==> config.mk <==
export PLATFORM = sky130hd
export DESIGN_NAME = mem_access_unit
export DESIGN_NICKNAME = d
export VERILOG_FILES = /design/src/rtl/mem_access_unit.sv
export SDC_FILE = /design/constraint.sdc
export NUM_CORES = 1
export LEC_CHECK = 0
export CAP_MARGIN = 20
export CORE_UTILIZATION = 45
export CTS_CLUSTER_SIZE = 14
export DETAILED_ROUTE_END_ITERATION = 10
export DONT_BUFFER_PORTS = 1
export HOLD_SLACK_MARGIN = 0.02
export PLACE_DENSITY_LB_ADDON = 0.1
export SLEW_MARGIN = 0
export SYNTH_ARGS = -nofsm -noshare
export SYNTH_HDL_FRONTEND = slang
export SYNTH_SLANG_ARGS = --single-unit
==> constraint.sdc <==
create_clock -name clk -period 2 [get_ports clk]
set_input_delay 0.4 -clock clk [delete_from_list [all_inputs] [get_ports clk]]
set_output_delay 0.4 -clock clk [all_outputs]
set_load 0.03 [all_outputs]
==> src/rtl/mem_access_unit.sv <==
// Purpose : single-outstanding CPU load/store front end to a req/ack memory port, with timeout abort.
// Latency : done two cycles after start at best (ack in the first REQ cycle); aborts after TIMEOUT+1 unacked REQ cycles.
// Backpr. : start is only sampled in IDLE; while busy, further starts are dropped, not queued.
module mem_access_unit #(
  parameter int N       = 16,
  parameter int A       = 8,
  parameter int TIMEOUT = 15
) (
  input  logic         clk,
  input  logic         rst_n,
  input  logic         start,
  input  logic         we,
  input  logic [A-1:0] addr,
  input  logic [N-1:0] Data_write,
  output logic [N-1:0] Data_out,
  output logic         busy,
  output logic         done,
  output logic         err,
  output logic         mem_req,
  output logic         mem_we,
  output logic [A-1:0] mem_addr,
  output logic [N-1:0] mem_wdata,
  input  logic [N-1:0] mem_rdata,
  input  logic         mem_ack
);

  // Wide enough to hold TIMEOUT itself, so the compare never sees a wrapped value.
  localparam int CW = (TIMEOUT < 1) ? 1 : $clog2(TIMEOUT + 1);

  typedef enum logic [1:0] {
    S_IDLE = 2'd0,
    S_REQ  = 2'd1,
    S_DONE = 2'd2
  } state_t;

  state_t         state_q, state_d;
  logic [CW-1:0]  cnt_q, cnt_d;
  logic [N-1:0]   dout_q, dout_d;
  logic           done_q, done_d;
  logic           err_q, err_d;
  logic           req_q, req_d;
  logic           we_q, we_d;
  logic [A-1:0]   addr_q, addr_d;
  logic [N-1:0]   wdata_q, wdata_d;

  logic           timed_out;
  assign timed_out = (cnt_q == CW'(TIMEOUT));

  // Next-state and registered-output logic; ack takes priority over the timeout check.
  always_comb begin
    state_d = state_q;
    cnt_d   = cnt_q;
    dout_d  = dout_q;
    done_d  = 1'b0;
    err_d   = 1'b0;
    req_d   = req_q;
    we_d    = we_q;
    addr_d  = addr_q;
    wdata_d = wdata_q;
    unique case (state_q)
      S_IDLE: begin
        if (start) begin
          we_d    = we;
          addr_d  = addr;
          wdata_d = Data_write;
          cnt_d   = '0;
          req_d   = 1'b1;
          state_d = S_REQ;
        end
      end
      S_REQ: begin
        if (mem_ack) begin
          if (!we_q) begin
            dout_d = mem_rdata;
          end
          req_d   = 1'b0;
          done_d  = 1'b1;
          state_d = S_DONE;
        end else if (timed_out) begin
          req_d   = 1'b0;
          done_d  = 1'b1;
          err_d   = 1'b1;
          state_d = S_DONE;
        end else begin
          cnt_d = cnt_q + CW'(1);
        end
      end
      S_DONE: begin
        state_d = S_IDLE;
      end
      default: begin
        req_d   = 1'b0;
        state_d = S_IDLE;
      end
    endcase
  end

  // State register with synchronous active-low reset clearing every output.
  always_ff @(posedge clk) begin
    if (!rst_n) begin
      state_q <= S_IDLE;
      cnt_q   <= '0;
      dout_q  <= '0;
      done_q  <= 1'b0;
      err_q   <= 1'b0;
      req_q   <= 1'b0;
      we_q    <= 1'b0;
      addr_q  <= '0;
      wdata_q <= '0;
    end else begin
      state_q <= state_d;
      cnt_q   <= cnt_d;
      dout_q  <= dout_d;
      done_q  <= done_d;
      err_q   <= err_d;
      req_q   <= req_d;
      we_q    <= we_d;
      addr_q  <= addr_d;
      wdata_q <= wdata_d;
    end
  end

  assign Data_out  = dout_q;
  assign busy      = (state_q != S_IDLE);
  assign done      = done_q;
  assign err       = err_q;
  assign mem_req   = req_q;
  assign mem_we    = we_q;
  assign mem_addr  = addr_q;
  assign mem_wdata = wdata_q;

endmodule

==> results of run 1 <==
==> routing by layer <==
layer  vias to the layer above  track usage [%]  part of all wire (%)
li1                        737                -                     -
met1                       696             18.5                    40
met2                        70             31.5                    47
met3                         5             7.76                    12
met4                         0             7.07                   1.0
met5                         -                0                     0
==> kinds of logic (layout without fill, tap and decap cells) <==
kind of cell,count (synthesis),after routing
compound gates,54,54
buf+inv,19,15
flops,50,50
simple gates,101,101
fa+ha+maj,1,1
==> flip-flops by register name, indices dropped and copies added (netlist names) <==
name and count:
Data_out 16, done 1, mem_we 1, mem_addr 8, err 1, cnt_q 4
mem_wdata 16, mem_req 1, state_q 2
==> placed cells by master, fill, tap and decap left out, types with 2 or more instances in the layout <==
cell,count
a21oi_1,44
a31oi_1,2
buf_4,5
clkbuf_8,5
clkinv_2,2
dfxtp_1,50
inv_1,2
nand2_1,82
nand3_1,4
nand3b_1,2
o211a_1,2
o211ai_1,3
==> path summary, 6_finish.rpt <==
kind                    startpoint                   endpoint  cells past startpoint
min reg2reg  cnt_q[1]$_SDFFE_PN0P_      cnt_q[1]$_SDFFE_PN0P_                      2
max reg2reg    mem_we$_SDFFE_PN0P_  Data_out[15]$_SDFFE_PN0P_                      3
max            mem_we$_SDFFE_PN0P_  Data_out[15]$_SDFFE_PN0P_                      3
min                   mem_rdata[1]   Data_out[1]$_SDFFE_PN0P_                      2
==> power by group <==
group	switching, mW	internal (mW)	leakage (nW)
logic	0.0911	0.0508	0.259
clock network	0.316	0.368	0.0579
registers	0.126	1.04	0.408
==> worst register-to-register path, cell delays in order, from the launching register on <==
cell and delay (ps):
dfxtp_1 450, nand4bb_1 660, nand2_1 250, a21oi_1 90
==> layout make-up <==
class / count / area, um^2
fillers: 364 / 1800
flip-flops and latches: 50 / 1000
multi-input cells: 156 / 758
clock buffers: 5 / 68.8
well taps: 48 / 60.1
clock inverters: 3 / 40.0
repair buffers: 5 / 37.5
inverters: 2 / 7.51
==> metrics by stage <==
stage | area, um^2 | instances | setup slack, ps | util (%)
after floorplan | 1830 | 225 | 527 | -
after global placement | 1860 | 261 | 488 | 49.4
after global routing | 1970 | 269 | 254 | 52.3
after CTS | 1970 | 269 | 413 | 52.3
after detailed placement | 1860 | 261 | 428 | 49.4
final | 1970 | 269 | 425 | 52.3
==> results_dict.tcl, run 1 <==
set metrics [dict create \
    hold_class "primary input to flip-flop" \
    max_stage_delay_ps 660 \
    clockBufferDepth 2 \
    synth_cell_types 29 \
    yosys-top-cells-area "dfxtp_1 (55%), nand2_1 (17%), a21oi_1 (12%)" \
    hold_viol_final 0 \
    gp_congestion 0.709 \
    clk_pin_slew_worst_paths_ps 90 \
    cp_top_family "simple AND/OR/NAND/NOR gates" \
    grt_max_degree 30 \
    ys.flop_type "dfxtp_1" \
    finalCritPeriodShare_pct 78.7 \
    areaGrowthSynthToFinish_pct 7.79 \
    synth_top_area_share_pct 54.7 \
    cts_tree "done" \
    start_util_pct 48.5 \
    path_buf_inv 0 \
    seq_area_frac_synth_pct 54.7 \
    cp.arrival_ps 1750 \
    place_hpwl_mm 2.73 \
    finalCriticalPeriod_ps 1570 \
    clk_latency_ps 290 \
    yosysWarningCount 0 \
    routedWlPerCell_um 14.3 \
    synth_most_common_cell "nand2_1" \
    yosys.area.top_type "dfxtp_1" \
    tightestPinTransition_ps 645 \
    grt_pass1_vias 1364 \
    cp_slowest_cell "nand4bb_1" \
    drt-pass1-iter-count 4 \
    fin_setup_tns_ps 0 \
    p_per_area_nw_per_um2 1010 \
    drc 0 \
    cts_hold_buf 0 \
    hold-worst-slack_ps 230 \
    endpoint_kind "flip-flop" \
    status "complete, no violations" \
    ioPinCount 90 \
    synth_fa_ha_area_share_pct 0.684 \
    synth-seq-cells 50 \
    cts_buffers 5 \
    cts.sinks 50 \
    via_per_inst 5.61 \
    ctsRootBufferMaster "clkbuf_8" \
    drt-total-wl_mm 3.85 \
    ys_async_sr_fraction_pct 0 \
    syn_area_um2 1830 \
    die_y_um 65.8 \
    grt_first_pass_wirelength_mm 5.87 \
    die_area_um2 4330 \
    post_synth_and_or_nand_nor_area_fraction_pct 24.1 \
    synth_top_family_by_area "simple AND/OR/NAND/NOR gates" \
    synth-compound-area-share_pct 16.3 \
    core_area_um2 3770 \
    p_leak_nw 0.725 \
    track_usage_pct 17.9 \
    muxShareOfSynthArea_pct 0 \
    drv_slew 0 \
    vdd.ir_drop.worst_v 0.000577 \
    synth.avg_cell_area_um2 8.14 \
    final_nets 266 \
    via_count 1508 \
    ant_nets 0 \
    worstPathMaxFanout 16 \
    worstSetupPathType "flip-flop to flip-flop" \
    design_power_total_mw 2.00 \
    overflow 0 \
    io_buffers 0 \
    synth_edf_count 0 \
    diodes 0 \
    worstPathRequired_ps 2180 \
    max_freq_ghz 0.635 \
    cap_viol_max_count 0 \
    cts_resized 0 \
    drtIter0Drc 47 \
    skew_ps 2.94 \
    die_x_um 65.8 \
    synthXorXnorAreaFrac_pct 0 \
    rsz0062_at_grt "false" \
    worstSetupStartpointType "flip-flop" \
    htreeDepth 2 \
    cts_setup_buffers 0 \
    antenna_found_initial 0 \
    syn-instance-count 225 \
    finalSetupViolations 0 \
    synth.top_cells.by_count "nand2_1 (82), dfxtp_1 (50), a21oi_1 (44)" \
    drive_above_1_share_pct 8.14 \
    rrSetupSlack_ps 430 \
    crit_chain "nand4bb_1 > nand2_1 > a21oi_1" \
    relSlewSlack_pct 56.8 \
    synthesis.nets 271 \
    num_rows 22 \
]
Power figures use the tool's default switching activity.
==> run 2: changes to the inputs <==
clock period = 1.3 ns   (was 2 ns; I/O delays follow)
==> results_dict.tcl, run 2 (synthesis results as in run 1) <==
set metrics [dict create \
    status "finished with violations" \
    failed_checks "setup timing" \
    io_buffers 0 \
    antenna_found_initial 0 \
    endpoint_kind "output pin" \
    start_util_pct 48.5 \
    drive_above_1_share_pct 21.8 \
    max_freq_ghz 0.755 \
    routedWlPerCell_um 14.6 \
    cp.arrival_ps 1060 \
    skew_ps 6.04 \
    mostFrequentLayoutCells "nand2_1 (78), dfxtp_1 (47), a21oi_1 (33)" \
    finalCritPeriodShare_pct 102 \
    hold_viol_final 0 \
    clk_pin_slew_worst_paths_ps 80 \
    drt-pass1-iter-count 4 \
    drtIter0Drc 39 \
    overflow 0 \
    cap_viol_max_count 0 \
    final_common_cell "nand2_1" \
    rsz0062_at_grt "true" \
    ant_nets 0 \
    p_leak_nw 0.810 \
    die_x_um 65.8 \
    worstSetupPathType "flip-flop to output pin" \
    via_per_inst 5.42 \
    tightestPinTransition_ps 342 \
    worstPathMaxFanout 5 \
    p_per_area_nw_per_um2 1420 \
    worstPathRequired_ps 1040 \
    hold_class "primary input to flip-flop" \
    worstSetupStartpointType "flip-flop" \
    finalCriticalPeriod_ps 1320 \
    finalSetupViolations 3 \
    grt_first_pass_wirelength_mm 5.81 \
    fin_setup_tns_ps -46.6 \
    relSlewSlack_pct 77.2 \
    clockBufferDepth 2 \
    via_count 1528 \
    cts_tree "done" \
    num_rows 22 \
    diodes 0 \
    place_hpwl_mm 2.78 \
    grt_max_degree 30 \
    design_power_total_mw 3.11 \
    vdd.ir_drop.worst_v 0.000797 \
    clk_latency_ps 290 \
    timing.final.ws_setup_ps -23.8 \
    drc 0 \
    drt-total-wl_mm 4.13 \
    ctsRootBufferMaster "clkbuf_8" \
    areaGrowthSynthToFinish_pct 19.8 \
    cts.sinks 50 \
    final_nets 279 \
    cts_buffers 5 \
    core_area_um2 3770 \
    die_area_um2 4330 \
    ioPinCount 90 \
    gp_congestion 0.793 \
    track_usage_pct 18.0 \
    dpl_worst_slack_ps 6.68 \
    htreeDepth 2 \
    grt_pass1_vias 1349 \
    die_y_um 65.8 \
    drv_slew 0 \
]
run 2: cell types whose count changed in the layout (fill, tap and decap cells not counted), moves of 2 or more:
cell      change
buf_6         +6
dfxtp_2       +2
a21oi_1      -11
clkbuf_8      +3
nand2_2       +4
buf_4         +6
nand2_1       -4
a21oi_2      +11
clkinv_2      -2
dfxtp_1       -3
run 2: where the power goes:
part,switching [mW],internal (mW)
Combinational,0.182,0.130
Sequential,0.178,1.61
Clock,0.472,0.537
Total,0.832,2.27
run 2: path summary, 6_finish.rpt:
path                           start                      end  slack [ps]  depth (start not counted)
min                            rst_n  state_q[1]$_SDFFE_PN0P_          80                          1
max          state_q[1]$_SDFFE_PN0P_                     busy         -20                          2
min reg2reg     mem_req$_SDFFE_PN0P_     mem_req$_SDFFE_PN0P_         480                          2
max reg2reg  state_q[1]$_SDFFE_PN0P_    cnt_q[3]$_SDFFE_PN0P_         -20                          3
run 2: layout make-up:
class | instances | area [um^2]
Timing Repair Buffer | 18 | 170
Multi-Input combinational cell | 156 | 837
Sequential cell | 50 | 1010
Fill cell | 325 | 1580
Tap cell | 48 | 60.1
Clock buffer | 8 | 110
Inverter | 2 | 7.51
run 2: routing by layer:
| metal | global-route usage, % | vias to the layer above | part of all wire (%) | routed length (um) |
|---|---|---|---|---|
| met5 | 0 | - | 0 | 0 |
| met4 | 4.89 | 0 | 0.73 | 30 |
| met1 | 19.4 | 696 | 41 | 1710 |
| li1 | - | 758 | - | - |
| met3 | 8.10 | 4 | 9.9 | 407 |
| met2 | 31.4 | 70 | 48 | 1990 |
run 2: what timing repair did:
action	in CTS	in global routing
pin swaps	1	8
hold buffers	0	0
setup buffers	0	0
setup endpoints to repair	3	37
gates cloned	0	2
gates resized for setup	4	30
run 2: critical path: stages (launching register included):
cell	delay [ps]
dfxtp_4	370
buf_6	120
or2_4	280
run 2: stage by stage:
step	util, %	instances	hold WS [ps]	instance area [um^2]
2_1_floorplan	-	225	388	1860
3_3_place_gp	52.1	272	397	1960
3_5_place_dp	52.1	272	398	1960
4_1_cts	55.3	280	69.7	2090
5_1_grt	58.1	282	67.1	2190
6_report	58.1	282	79.7	2190
